===== src/rtl/leitor_matriz.sv =====
// Receiver for the multiplexed 5x7 LED-matrix scan bus: checks scan order and
// stability, rebuilds the column bitmaps and publishes whole frames only.
module leitor_matriz #(
  parameter int N_COLUNAS          = 5,
  parameter int N_LINHAS           = 7,
  parameter int COLUNA_ATIVA_BAIXO = 1,
  parameter int LINHA_ATIVA_BAIXO  = 0,
  parameter int ESTAVEL_MIN        = 2
) (
  input  logic                 clock,
  input  logic                 reset,
  input  logic [N_COLUNAS-1:0] colunas_in,
  input  logic [N_LINHAS-1:0]  linhas_in,
  output logic [N_LINHAS-1:0]  coluna1,
  output logic [N_LINHAS-1:0]  coluna2,
  output logic [N_LINHAS-1:0]  coluna3,
  output logic [N_LINHAS-1:0]  coluna4,
  output logic [N_LINHAS-1:0]  coluna5,
  output logic                 quadro_valido,
  output logic                 quadro_novo,
  output logic                 erro_varredura
);

  typedef enum logic {DESSINC = 1'b0, SINC = 1'b1} estado_t;

  localparam logic [3:0] MIN     = 4'(ESTAVEL_MIN);
  localparam logic [2:0] IDX_ULT = 3'(N_COLUNAS - 1);

  logic [N_COLUNAS-1:0]               col_n, col_r_q, col_p_q;
  logic [N_LINHAS-1:0]                lin_n, lin_r_q, lin_p_q;
  logic [3:0]                         cont_q, cont_d;
  logic                               cap_q, cap_d;
  logic                               um_quente, multi;
  logic [2:0]                         idx, ptr_q;
  estado_t                            estado_q;
  logic [N_COLUNAS-1:0][N_LINHAS-1:0] sombra_q, quadro_q;
  logic                               valido_q, novo_q, erro_q;

  assign col_n = (COLUNA_ATIVA_BAIXO != 0) ? ~colunas_in : colunas_in;
  assign lin_n = (LINHA_ATIVA_BAIXO != 0)  ? ~linhas_in  : linhas_in;

  // col_p/lin_p trail col_r by one cycle so the capture, which follows the
  // counter register, still sees the column and rows that made the dwell.
  always_comb begin
    um_quente = (col_r_q != '0) && ((col_r_q & (col_r_q - 1'b1)) == '0);
    multi     = (col_r_q != '0) && !um_quente;
    cont_d    = 4'd0;
    if (um_quente) begin
      if (col_r_q == col_p_q) cont_d = (cont_q == 4'd15) ? 4'd15 : cont_q + 4'd1;
      else                    cont_d = 4'd1;
    end
    cap_d = um_quente && (cont_d == MIN) && ((cont_q != MIN) || (col_r_q != col_p_q));
    idx   = 3'd0;
    for (int i = 0; i < N_COLUNAS; i++)
      if (col_p_q[i]) idx = 3'(i);
  end

  always_ff @(posedge clock or posedge reset) begin
    if (reset) begin
      col_r_q  <= '0;
      col_p_q  <= '0;
      lin_r_q  <= '0;
      lin_p_q  <= '0;
      cont_q   <= '0;
      cap_q    <= 1'b0;
      ptr_q    <= '0;
      estado_q <= DESSINC;
      sombra_q <= '0;
      quadro_q <= '0;
      valido_q <= 1'b0;
      novo_q   <= 1'b0;
      erro_q   <= 1'b0;
    end else begin
      col_r_q <= col_n;
      lin_r_q <= lin_n;
      col_p_q <= col_r_q;
      lin_p_q <= lin_r_q;
      cont_q  <= cont_d;
      cap_q   <= cap_d;
      novo_q  <= 1'b0;
      erro_q  <= 1'b0;
      if (multi) begin
        erro_q   <= 1'b1;
        estado_q <= DESSINC;
        ptr_q    <= '0;
        sombra_q <= '0;
      end else if (cap_q) begin
        case (estado_q)
          DESSINC: if (idx == 3'd0) begin
            sombra_q[0] <= lin_p_q;
            ptr_q       <= 3'd1;
            estado_q    <= SINC;
          end
          SINC: if (idx == ptr_q) begin
            sombra_q[idx] <= lin_p_q;
            if (idx == IDX_ULT) begin
              quadro_q          <= sombra_q;
              quadro_q[IDX_ULT] <= lin_p_q;
              novo_q            <= 1'b1;
              valido_q          <= 1'b1;
              ptr_q             <= '0;
            end else begin
              ptr_q <= ptr_q + 3'd1;
            end
          end else if (idx == 3'd0) begin
            // Out of order, but a column-1 select is a valid frame start.
            erro_q      <= 1'b1;
            sombra_q[0] <= lin_p_q;
            ptr_q       <= 3'd1;
          end else begin
            erro_q   <= 1'b1;
            estado_q <= DESSINC;
            ptr_q    <= '0;
          end
          default: estado_q <= DESSINC;
        endcase
      end
    end
  end

  assign coluna1        = quadro_q[0];
  assign coluna2        = quadro_q[1];
  assign coluna3        = quadro_q[2];
  assign coluna4        = quadro_q[3];
  assign coluna5        = quadro_q[4];
  assign quadro_valido  = valido_q;
  assign quadro_novo    = novo_q;
  assign erro_varredura = erro_q;

endmodule


===== config.mk =====
export PLATFORM = sky130hd
export DESIGN_NAME = leitor_matriz
export DESIGN_NICKNAME = d
export VERILOG_FILES = /design/src/rtl/leitor_matriz.sv
export SDC_FILE = /design/constraint.sdc
export NUM_CORES = 1
export LEC_CHECK = 0
export CORE_MARGIN = 1
export CORE_UTILIZATION = 40
export DETAILED_ROUTE_END_ITERATION = 7
export DONT_BUFFER_PORTS = 1
export GPL_TIMING_DRIVEN = 0
export PLACE_DENSITY_LB_ADDON = 0.12
export SLEW_MARGIN = 10
export SYNTH_ARGS = -nofsm -noshare
export SYNTH_HDL_FRONTEND = slang
export SYNTH_SLANG_ARGS = --single-unit

===== constraint.sdc =====
create_clock -name clock -period 7.28 [get_ports clock]
set_clock_uncertainty 0.05 [all_clocks]
set_input_delay 0.364 -clock clock [delete_from_list [all_inputs] [get_ports clock]]
set_output_delay 0.364 -clock clock [all_outputs]
set_load 0.01 [all_outputs]

==> flow_metrics.tcl <==
set metrics [dict create \
    cp.buffers_inverters 4 \
    synthDistinctLibCells 46 \
    hold_viol_final 0 \
    critPathCaptureType "flop" \
    seqPwrFrac 0.605 \
    crit_family "buffers and inverters" \
    grt_pass1_vias 2379 \
    yosys.area_share.simple 0.105 \
    reg2reg_setup_slack_ns 4.88 \
    utilization 0.468 \
    rr_endpoint "coluna1[2]" \
    leakage_nw 2.21 \
    rsz0062_at_grt "false" \
    synth_compound_area_frac 0.0726 \
    crit_chain "buf_2 > maj3_2 > o31a_1 > buf_2 > or3_1 > buf_6 > buf_6 > mux2_4" \
    worst_pin_slew_ns 0.976 \
    worstPathMaxFanout 10 \
    ys_ff_latch 99 \
    post-dp-hpwl_mm 5.21 \
    grt_util_all_layers 0.158 \
    cts-root-buf "clkbuf_8" \
    reg2reg_depth 8 \
    synth-async-reset-ratio 1.00 \
    gp_congestion 0.906 \
    worstSkewPairLatency_ns 0.36 \
    vdd_drop_max_uv 111 \
    final.hold.worst_slack_ns 0.308 \
    p_sw_w 0.000227 \
    cts_max_level 3 \
    grt-ovfl-total 0 \
    hp-class "flop to flop" \
    die_h_um 103 \
    syn_area_um2 4100 \
    cts_buffers 9 \
    ios 52 \
    cp-startpoint "col_r_q[0]" \
    synth_top_family_by_area "multiplexers" \
    clockBufferDepth 2 \
    num_rows 36 \
    coreArea_um2 9860 \
    post-place-ws_ns 4.88 \
    p_per_area_nw_per_um2 203 \
    drc 0 \
    setup_violations 0 \
    cts_tree "built" \
    clkPwrFrac 0.351 \
    cpPeakStageDelay_ns 0.38 \
    finalCritPeriodShare 0.330 \
    worstPathArrival_ns 2.60 \
    route.met2.wl_mm 3.53 \
    hp-start "lin_r_q[1]" \
    critPathKind "flop to flop" \
    post_cts_buffers 0 \
    syn_nets 333 \
    area_growth_pct 12.5 \
    timing.setup.tns_ns 0 \
    relSlewSlack 0.344 \
    top_layer "met4" \
    start_util 0.416 \
    synth_xor_xnor_area_share 0.0128 \
    reg2reg_from "col_r_q[0]" \
    path_clk_slew_ns 0.10 \
    critPathSlowestCell "dfrtp_1" \
    grt_pass1_wl_mm 12.6 \
    ys.flop_type "dfrtp_1" \
    met3_length_um 303 \
    drt-initial-drc-count 67 \
    num_antenna_cells 0 \
    outcome "finished, final reports clean" \
    final_net_count 358 \
    syn_inst 316 \
    finalWirelength_mm 7.71 \
    hold_depth 0 \
    numPortBuffers 0 \
    holdPathEnd "lin_p_q[1]" \
    final-max-slew-violation-count 0 \
    dr_total_vias 2415 \
    antenna_found_initial 0 \
    fillers 893 \
    synth_enable_flop_cells 0 \
    viasPerCell 5.04 \
    setup_slack_ns 4.88 \
    min_period_ns 2.40 \
    postCtsHoldBufs 13 \
    clock_sinks 99 \
    muxShareOfSynthArea 0.158 \
    synth_top_area_cell "dfrtp_1" \
    switching_share 0.243 \
    intPower_w 0.000708 \
    crit_required_ns 7.48 \
    antenna_left 0 \
    syn_avg_cell_area_um2 13.0 \
    start_kind "flop" \
    cap_violations 0 \
    drive_gt1_frac 0.185 \
    synth_fa_ha_area_frac 0.0119 \
    synthTopCellsByArea "dfrtp_1 60%, mux2_4 10%, mux2i_1 3.7%" \
    comb_power_share 0.044 \
    seq_area_frac_synth 0.604 \
    grt_max_degree 54 \
    yosysWarnings 0 \
    ctsResizeCount 0 \
    clock.fmax_ghz 0.417 \
    fp.dieW_um 103 \
    yosys.area.top_type_share 0.604 \
    wl_per_cell_um 16.1 \
    dieArea_um2 10700 \
    drtPass1Iterations 4 \
    wl_met1_mm 3.77 \
]
==> flip-flops by register name, indices dropped and copies added, names as in the netlist, 3 cells and up <==
signal,count
sombra_q,28
coluna1,7
coluna2,7
coluna3,7
coluna4,7
coluna5,7
lin_p_q,7
lin_r_q,7
col_p_q,5
col_r_q,5
cont_q,4
ptr_q,3
==> layout by cell type, fill, tap and decap left out, types with 2 or more instances in the layout <==
cell           netlist  routed
clkbuf_1            11      11
buf_6                5       5
mux2_4              28      28
xor2_1               4       4
nor3_1               6       6
nand3_1             11      11
buf_1                2       2
ha_1                 3       3
inv_1                8       7
mux2_2               7       7
nor4_1               3       3
dlygate4sd3_1        0      13
nor2b_1              6       6
nand2_1             16      16
nand4_1              9       9
o31a_1               2       2
a211oi_1             4       4
nor2_1              16      16
clkinvlp_4           0       3
mux2i_1             15      15
o21ai_0             13      13
clkbuf_8             0      10
or3_1                2       2
nand2b_1             3       3
dfrtp_1             99      99
xnor2_1              2       2
buf_2                2       2
a21oi_1             18      18
==> stage by stage <==
| stage | cell area [um^2] | total power (W) | cells |
|---|---|---|---|
| floorplan | 4100 | 0.000600 | 316 |
| global placement | 4270 | 0.000612 | 449 |
| detailed placement | 4300 | 0.000614 | 450 |
| CTS | 4620 | 0.000951 | 479 |
| global route | 4620 | 0.000978 | 479 |
| finish | 4620 | 0.000935 | 479 |
==> final cells by class <==
type                            count  area [um^2]  share of cell area
Timing Repair Buffer               14          158              0.0342
Multi-Input combinational cell    189         1480               0.321
Sequential cell                    99         2480               0.537
Clock buffer                       10          138              0.0298
Clock inverter                      6         47.5              0.0103
Tap cell                          133          166              0.0361
Buffer                             20          115              0.0249
Inverter                            8         32.5             0.00705
==> cells in the mapped netlist, types with 2 or more instances <==
library cell / number
a211oi_1: 4
a21oi_1: 18
buf_1: 2
buf_2: 2
buf_6: 5
clkbuf_1: 11
dfrtp_1: 99
ha_1: 3
inv_1: 8
mux2_2: 7
mux2_4: 28
mux2i_1: 15
nand2_1: 16
nand2b_1: 3
nand3_1: 11
nand4_1: 9
nor2_1: 16
nor2b_1: 6
nor3_1: 6
nor4_1: 3
o21ai_0: 13
o31a_1: 2
or3_1: 2
xnor2_1: 2
xor2_1: 4
==> worst reg2reg max path: stages, from the launching register on <==
cell,delay [ns]
dfrtp_1,0.38
buf_2,0.16
maj3_2,0.29
o31a_1,0.23
buf_2,0.16
or3_1,0.39
buf_6,0.17
buf_6,0.17
mux2_4,0.31
==> how the worst max path moves through the flow <==
stage,end,slack [ns],cells after the start
finish,coluna1[2],4.88,8
detailed placement,coluna2[5],4.88,8
floorplan,cap_q,4.28,1
global route,sombra_q[25],4.66,5
global placement,lin_r_q[2],3.17,1
CTS,coluna2[5],4.87,8
==> routing by layer <==
layer	global-route usage	vias up
li1	-	1175
met1	0.219	1175
met2	0.239	55
met3	0.0410	10
met4	0.0553	0
met5	0	-
==> power by group through the flow <==
stage / clock network (W) / logic (W) / registers, W
after floorplan: 0 / 0.0000269 / 0.000573
after global placement: 0 / 0.0000350 / 0.000577
after detailed placement: 0 / 0.0000373 / 0.000577
after CTS: 0.000342 / 0.0000430 / 0.000566
after global routing: 0.000363 / 0.0000476 / 0.000567
final: 0.000328 / 0.0000415 / 0.000566
==> kinds of logic after synthesis <==
group                    Yosys count
adder cells (fa/ha/maj)            4
flip-flops                        99
buffers and inverters             28
multiplexers                      50
XOR/XNOR                           6
AND/OR/NAND/NOR                   81
AO/OA/AOI/OAI                     48
No activity file was read; power rests on OpenSTA's default activity.
